[config.mk]
export PLATFORM = sky130hd
export DESIGN_NAME = sparc_ifu_thrfsm_bank
export DESIGN_NICKNAME = d
export VERILOG_FILES = /design/src/rtl/sparc_ifu_thrfsm_pkg.sv /design/src/rtl/sparc_ifu_thrfsm_chan.sv /design/src/rtl/sparc_ifu_thrfsm_bank.sv
export SDC_FILE = /design/constraint.sdc
export NUM_CORES = 1
export LEC_CHECK = 0
export CELL_PAD_IN_SITES_DETAIL_PLACEMENT = 0
export CELL_PAD_IN_SITES_GLOBAL_PLACEMENT = 1
export CORE_ASPECT_RATIO = 0.6
export CORE_MARGIN = 4
export CORE_UTILIZATION = 48
export DETAILED_ROUTE_END_ITERATION = 6
export DONT_BUFFER_PORTS = 1
export GPL_TIMING_DRIVEN = 0
export PLACE_DENSITY_LB_ADDON = 0.15
export SETUP_SLACK_MARGIN = 0.15
export SYNTH_ARGS = -nofsm -noshare
export SYNTH_HDL_FRONTEND = slang
export SYNTH_SLANG_ARGS = --single-unit
[constraint.sdc]
create_clock -name clk -period 4.56 [get_ports clk]
set_input_delay 0.456 -clock clk [delete_from_list [all_inputs] [get_ports clk]]
set_output_delay 0.456 -clock clk [all_outputs]
set_load 0.02 [all_outputs]
[src/rtl/sparc_ifu_thrfsm_pkg.sv]
// Shared state encodings and decode helpers for the IFU per-thread switch FSMs.
package sparc_ifu_thrfsm_pkg;

  localparam int STATE_W = 5;

  typedef enum logic [STATE_W-1:0] {
    ST_IDLE     = 5'b00000,
    ST_WAIT     = 5'b00001,
    ST_HALT     = 5'b00010,
    ST_RUN      = 5'b00101,
    ST_SPEC_RUN = 5'b00111,
    ST_SPEC_RDY = 5'b10011,
    ST_RDY      = 5'b11001
  } thr_state_e;

  function automatic logic is_rdy(input thr_state_e s);
    return (s == ST_RDY) || (s == ST_SPEC_RDY);
  endfunction

  function automatic logic is_run(input thr_state_e s);
    return (s == ST_RUN) || (s == ST_SPEC_RUN);
  endfunction

endpackage

[src/rtl/sparc_ifu_thrfsm_chan.sv]
// One thread channel: next-state logic, state register, illegal-state decode and
// an optional WAIT watchdog built only when SPARC_IFU_THRFSM_WDOG_EN is defined.
module sparc_ifu_thrfsm_chan
  import sparc_ifu_thrfsm_pkg::*;
#(
  parameter int WDOG_W = 10
) (
  input  logic               clk,
  input  logic               rst_l,
  input  logic               completion,
  input  logic               schedule,
  input  logic               spec_ld,
  input  logic               ldhit,
  input  logic               stall,
  input  logic               int_activate,
  input  logic               halt_thread,
  input  logic               start_thread,
  input  logic               nuke_thread,
  input  logic               thaw_thread,
  input  logic               rst_thread,
  input  logic               switch_out,
  input  logic               sw_cond,
  output logic [STATE_W-1:0] thr_state,
  output logic               rdy,
  output logic               run,
  output logic               wdog_to,
  output logic               illegal_state
);

  thr_state_e state_q;
  thr_state_e state_d;
  logic       illegal;

  always_comb begin
    state_d = state_q;
    illegal = 1'b0;
    case (state_q)
      ST_IDLE: begin
        if (rst_thread || thaw_thread)        state_d = ST_WAIT;
        else if (start_thread)                state_d = ST_RDY;
      end
      ST_HALT: begin
        if (nuke_thread)                      state_d = ST_IDLE;
        else if (rst_thread || thaw_thread)   state_d = ST_WAIT;
        else if (int_activate || start_thread) state_d = ST_RDY;
      end
      ST_RDY: begin
        if (stall)                            state_d = ST_WAIT;
        else if (schedule)                    state_d = ST_RUN;
      end
      ST_RUN: begin
        if (stall || sw_cond)                 state_d = ST_WAIT;
        else if (switch_out)                  state_d = ST_RDY;
      end
      ST_WAIT: begin
        if (nuke_thread)                      state_d = ST_IDLE;
        else if (halt_thread)                 state_d = ST_HALT;
        else if (stall)                       state_d = ST_WAIT;
        else if (spec_ld)                     state_d = ST_SPEC_RDY;
        else if (completion)                  state_d = ST_RDY;
      end
      ST_SPEC_RDY: begin
        if (stall)                            state_d = ST_WAIT;
        else if (schedule && !ldhit)          state_d = ST_SPEC_RUN;
        else if (schedule && ldhit)           state_d = ST_RUN;
        else if (ldhit)                       state_d = ST_RDY;
      end
      ST_SPEC_RUN: begin
        if (stall || sw_cond)                 state_d = ST_WAIT;
        else if (ldhit && switch_out)         state_d = ST_RDY;
        else if (ldhit)                       state_d = ST_RUN;
        else if (switch_out)                  state_d = ST_SPEC_RDY;
      end
      default: begin
        // Corrupted state: only a thread reset or nuke can recover it.
        illegal = 1'b1;
        if (rst_thread)                       state_d = ST_WAIT;
        else if (nuke_thread)                 state_d = ST_IDLE;
      end
    endcase
  end

  always_ff @(posedge clk) begin
    if (!rst_l) state_q <= ST_IDLE;
    else        state_q <= state_d;
  end

  assign thr_state     = state_q;
  assign rdy           = is_rdy(state_q);
  assign run           = is_run(state_q);
  assign illegal_state = illegal;

`ifdef SPARC_IFU_THRFSM_WDOG_EN
  logic [WDOG_W-1:0] wdog_cnt_q;
  logic [WDOG_W-1:0] wdog_cnt_d;
  logic              wdog_to_q;
  logic              wdog_to_d;
  logic              stay_wait;

  // The flag sets one edge after the count saturates and drops as soon as WAIT is left.
  always_comb begin
    stay_wait  = (state_q == ST_WAIT) && (state_d == ST_WAIT);
    wdog_cnt_d = '0;
    wdog_to_d  = 1'b0;
    if (stay_wait) begin
      wdog_cnt_d = (&wdog_cnt_q) ? wdog_cnt_q : wdog_cnt_q + WDOG_W'(1);
      wdog_to_d  = wdog_to_q || (&wdog_cnt_q);
    end
  end

  always_ff @(posedge clk) begin
    if (!rst_l) begin
      wdog_cnt_q <= '0;
      wdog_to_q  <= 1'b0;
    end else begin
      wdog_cnt_q <= wdog_cnt_d;
      wdog_to_q  <= wdog_to_d;
    end
  end

  assign wdog_to = wdog_to_q;
`else
  localparam int wdog_w_unused = WDOG_W;
  assign wdog_to = 1'b0;
`endif

endmodule

[src/rtl/sparc_ifu_thrfsm_bank.sv]
// Bank of NTHR independent thread FSM channels plus the bank-wide multi-run check.
// The WAIT watchdog is present only when SPARC_IFU_THRFSM_WDOG_EN is defined.
module sparc_ifu_thrfsm_bank
  import sparc_ifu_thrfsm_pkg::*;
#(
  parameter int NTHR   = 4,
  parameter int WDOG_W = 10
) (
  input  logic                      clk,
  input  logic                      rst_l,
  input  logic                      se,
  input  logic                      si,
  output logic                      so,
  input  logic [NTHR-1:0]           completion,
  input  logic [NTHR-1:0]           schedule,
  input  logic [NTHR-1:0]           spec_ld,
  input  logic [NTHR-1:0]           ldhit,
  input  logic [NTHR-1:0]           stall,
  input  logic [NTHR-1:0]           int_activate,
  input  logic [NTHR-1:0]           halt_thread,
  input  logic [NTHR-1:0]           start_thread,
  input  logic [NTHR-1:0]           nuke_thread,
  input  logic [NTHR-1:0]           thaw_thread,
  input  logic [NTHR-1:0]           rst_thread,
  input  logic [NTHR-1:0]           switch_out,
  input  logic [NTHR-1:0]           sw_cond,
  output logic [STATE_W*NTHR-1:0]   thr_state,
  output logic [NTHR-1:0]           rdy_vec,
  output logic [NTHR-1:0]           run_vec,
  output logic [NTHR-1:0]           wdog_to,
  output logic [NTHR-1:0]           illegal_state,
  output logic                      multi_run_err
);

  logic scan_unused;
  assign scan_unused = se ^ si;
  assign so          = 1'b0;

  genvar gi;
  generate
    for (gi = 0; gi < NTHR; gi++) begin : g_chan
      sparc_ifu_thrfsm_chan #(
        .WDOG_W (WDOG_W)
      ) u_chan (
        .clk           (clk),
        .rst_l         (rst_l),
        .completion    (completion[gi]),
        .schedule      (schedule[gi]),
        .spec_ld       (spec_ld[gi]),
        .ldhit         (ldhit[gi]),
        .stall         (stall[gi]),
        .int_activate  (int_activate[gi]),
        .halt_thread   (halt_thread[gi]),
        .start_thread  (start_thread[gi]),
        .nuke_thread   (nuke_thread[gi]),
        .thaw_thread   (thaw_thread[gi]),
        .rst_thread    (rst_thread[gi]),
        .switch_out    (switch_out[gi]),
        .sw_cond       (sw_cond[gi]),
        .thr_state     (thr_state[STATE_W*gi +: STATE_W]),
        .rdy           (rdy_vec[gi]),
        .run           (run_vec[gi]),
        .wdog_to       (wdog_to[gi]),
        .illegal_state (illegal_state[gi])
      );
    end
  endgenerate

  // Clearing the lowest set bit leaves something only if two or more were set.
  assign multi_run_err = |(run_vec & (run_vec - NTHR'(1)));

endmodule

==> qor.yml <==
outcome:
  status: "completed"
global_route:
  grtUsageMet2_pct: 30.66
  grt_pass1_vias: 2165
  use_met3_pct: 5.686
  grt_first_pass_wirelength_um: 10610
  grt_remaining_overflow: 0
  track_usage_pct: 21.09
  grt_busiest_layer: "met1"
  antenna_found_initial: 0
  grt_max_degree: 13
  grt_util_met1_pct: 31.28
cts:
  clkLatencyLatePin_ns: 0.25
  post_cts_buffers: 0
  clkTransAtPathRegs_ns: 0.07
  cts_inserted_buffers: 3
  root_buffer: "clkbuf_8"
  clock_tree.htree_level_count: 1
  clockBufferDepth: 2
  cts_resized: 0
  cts_sinks: 20
  ctsHoldBuffers: 0
  cts_tree: "yes"
worst_setup_path:
  worstSetupEndpointType: "output pin"
  critPathMaxFanout: 10
  reg2reg_from: "g_chan[0].u_chan.thr_state[0]"
  ff2ff_setup_slack_ns: 2.14
  r2r-end: "g_chan[0].u_chan.thr_state[0]"
  arrival_ns: 2.15
  ff2ff_path_depth: 6
  worstPathRequired_ns: 4.10
  start_kind: "flop"
  crit_type: "reg -> out"
run:
  maxCapViolCount: 0
timing:
  rsz0062_at_grt: "no"
  period_minus_slack_ns: 2.605
  finalCritPeriodShare_pct: 57.12
  fin_setup_tns_ns: 0
  drv_slew: 0
  clock_skew_ns: 0.003687
  worst_pin_slew_ns: 0.9176
  fmax_mhz: 383.9
  slew_headroom_pct: 38.26
  final_hold_viol_count: 0
  setup_viol: 0
min_path:
  whs_endpoint: "g_chan[1].u_chan.thr_state[0]"
  hold_path.class: "in -> reg"
  min_from: "rst_l"
  min_path_cells: 2
synthesis:
  synth_top_area_share_pct: 17.21
  synth-main-ff-cell: "dfxtp_1"
  ys_types: 59
  ys_ff_latch: 20
  avgSynthCellArea_um2: 7.070
  synth_top_area_cell: "dfxtp_1"
  yosysWarnings: 0
  yosysSeqAreaShare_pct: 17.21
  synth.area.top_cells: "dfxtp_1 (17%), buf_4 (5.5%), a21oi_1 (4.7%), nor2_1 (4.4%), o21ai_0 (4.3%)"
  syn_inst: 329
  syn_area_mm2: 0.002326
  ys_async_sr_fraction_pct: 0
  synth_edf_count: 0
layout:
  final_common_cell: "nor2_1"
  final_cell_mix: "nor2_1 (27), a21oi_1 (22), o21ai_0 (20), dfxtp_1 (20), inv_1 (19)"
  drive_gt1_share_pct: 8.605
  area_growth_pct: 7.101
  fin_cells: 400
  largest_register_ffs: 20
  fin_nets: 394
  fillers: 493
  n_antenna_cell: 0
route:
  vias_per_cell: 6.320
  drc: 0
  avgRoutedWirePerCell_um: 16.56
  postRouteAntennaNets: 0
  wl_um: 6622
  drt-pass1-iter-count: 4
  drt_iter0_drc: 143
  num_vias: 2528
place:
  dp_cells: 396
  place_congestion: 0.9358
  portBuffers: 0
  place_hpwl_um: 5287
pwr:
  p_per_area_mw_per_mm2: 441.4
  total_power_w: 0.001100
  peakVddDrop_uv: 348.4
  leakage_nw: 0.8803
die:
  die_h_um: 61.92
  rows: 19
  die_area_mm2: 0.006060
  ios: 94
  core_area_mm2: 0.004636
  start_util_pct: 50.18
  die_w_um: 97.87
## through the flow
step	cell area (um2)	setup slack (ns)	utilization [%]	hold WS (ns)
2_1_floorplan	2341	2.371	-	0.5883
3_3_place_gp	2420	2.183	52.20	0.6090
3_5_place_dp	2420	2.177	52.20	0.6107
4_1_cts	2491	1.925	53.74	0.3279
5_1_grt	2491	1.783	53.74	0.3388
6_report	2491	1.955	53.74	0.3370
## how the worst max path moves through the flow
stage	startpoint	endpoint	slack, ns
floorplan	g_chan[0].u_chan.thr_state[1]	g_chan[0].u_chan.thr_state[3]	2.37
global placement	g_chan[0].u_chan.thr_state[0]	g_chan[0].u_chan.thr_state[0]	2.18
detailed placement	g_chan[0].u_chan.thr_state[0]	g_chan[0].u_chan.thr_state[0]	2.18
CTS	g_chan[2].u_chan.thr_state[3]	multi_run_err	1.92
global route	g_chan[2].u_chan.thr_state[3]	multi_run_err	1.78
finish	g_chan[2].u_chan.thr_state[3]	multi_run_err	1.96
## cell type report
cell class | instances | area [um2] | share of cell area, %
flip-flops and latches | 20 | 400.4 | 16.07
multi-input cells | 258 | 1663 | 66.75
well taps | 63 | 78.83 | 3.164
clock inverters | 1 | 30.03 | 1.205
inverters | 19 | 71.32 | 2.863
clock buffers | 3 | 41.29 | 1.657
plain buffers | 36 | 206.4 | 8.287
## Yosys cell counts (2+ instances only)
master,count
o21a_1,2
nor2b_1,7
o21ai_0,20
nand3_1,8
nor4b_1,3
nand2_1,16
nand3b_1,7
nand2b_1,5
o32ai_1,4
or4_4,2
o21bai_1,2
clkbuf_1,18
nor2_1,27
nor3b_1,7
nand4bb_1,2
nor4_1,11
or4_1,5
inv_1,19
nor4bb_1,6
o31ai_1,6
xnor2_1,4
o211ai_1,8
o311a_1,2
nor3_1,18
o31a_1,2
buf_4,17
o211a_1,2
a31oi_1,3
o2111ai_1,3
a211oi_1,3
nand4b_1,5
a311oi_1,2
a21oi_1,22
a32oi_1,3
a211o_1,3
or2_2,2
nand4_1,6
o22ai_1,2
dfxtp_1,20
and2_1,3
mux2i_1,4
## layer usage
| metal | up-vias | routed length, um |
|---|---|---|
| met2 | 122 | 2709 |
| met5 | - | 0 |
| met3 | 2 | 742 |
| met4 | 0 | 27 |
| li1 | 1260 | - |
| met1 | 1144 | 3143 |
## power by group
part           switching, W  total, W  internal [W]
Clock             0.0000553  0.000172      0.000117
Combinational      0.000330  0.000574      0.000244
Sequential         0.000133  0.000353      0.000220
## cell families (layout without fill, tap and decap cells)
group | after synthesis | count (layout) | share of synthesized area (%)
other | 1 | 5 | 0.1612
DFF | 20 | 20 | 17.21
buffers and inverters | 55 | 59 | 11.94
xor gates and xnor gates | 4 | 4 | 1.506
and+or+nand+nor | 147 | 147 | 38.68
AOI/OAI and AO/OA | 98 | 98 | 28.78
muxes | 4 | 4 | 1.721
## worst max-delay path, cell delays in order (launching register included)
cell	delay [ns]
dfxtp_1	0.39
clkbuf_1	0.25
nor4bb_1	0.30
clkbuf_1	0.34
a21oi_1	0.08
a21oi_1	0.13
nor2_1	0.05
nor2_1	0.35
(Power assumes the default switching activity.)
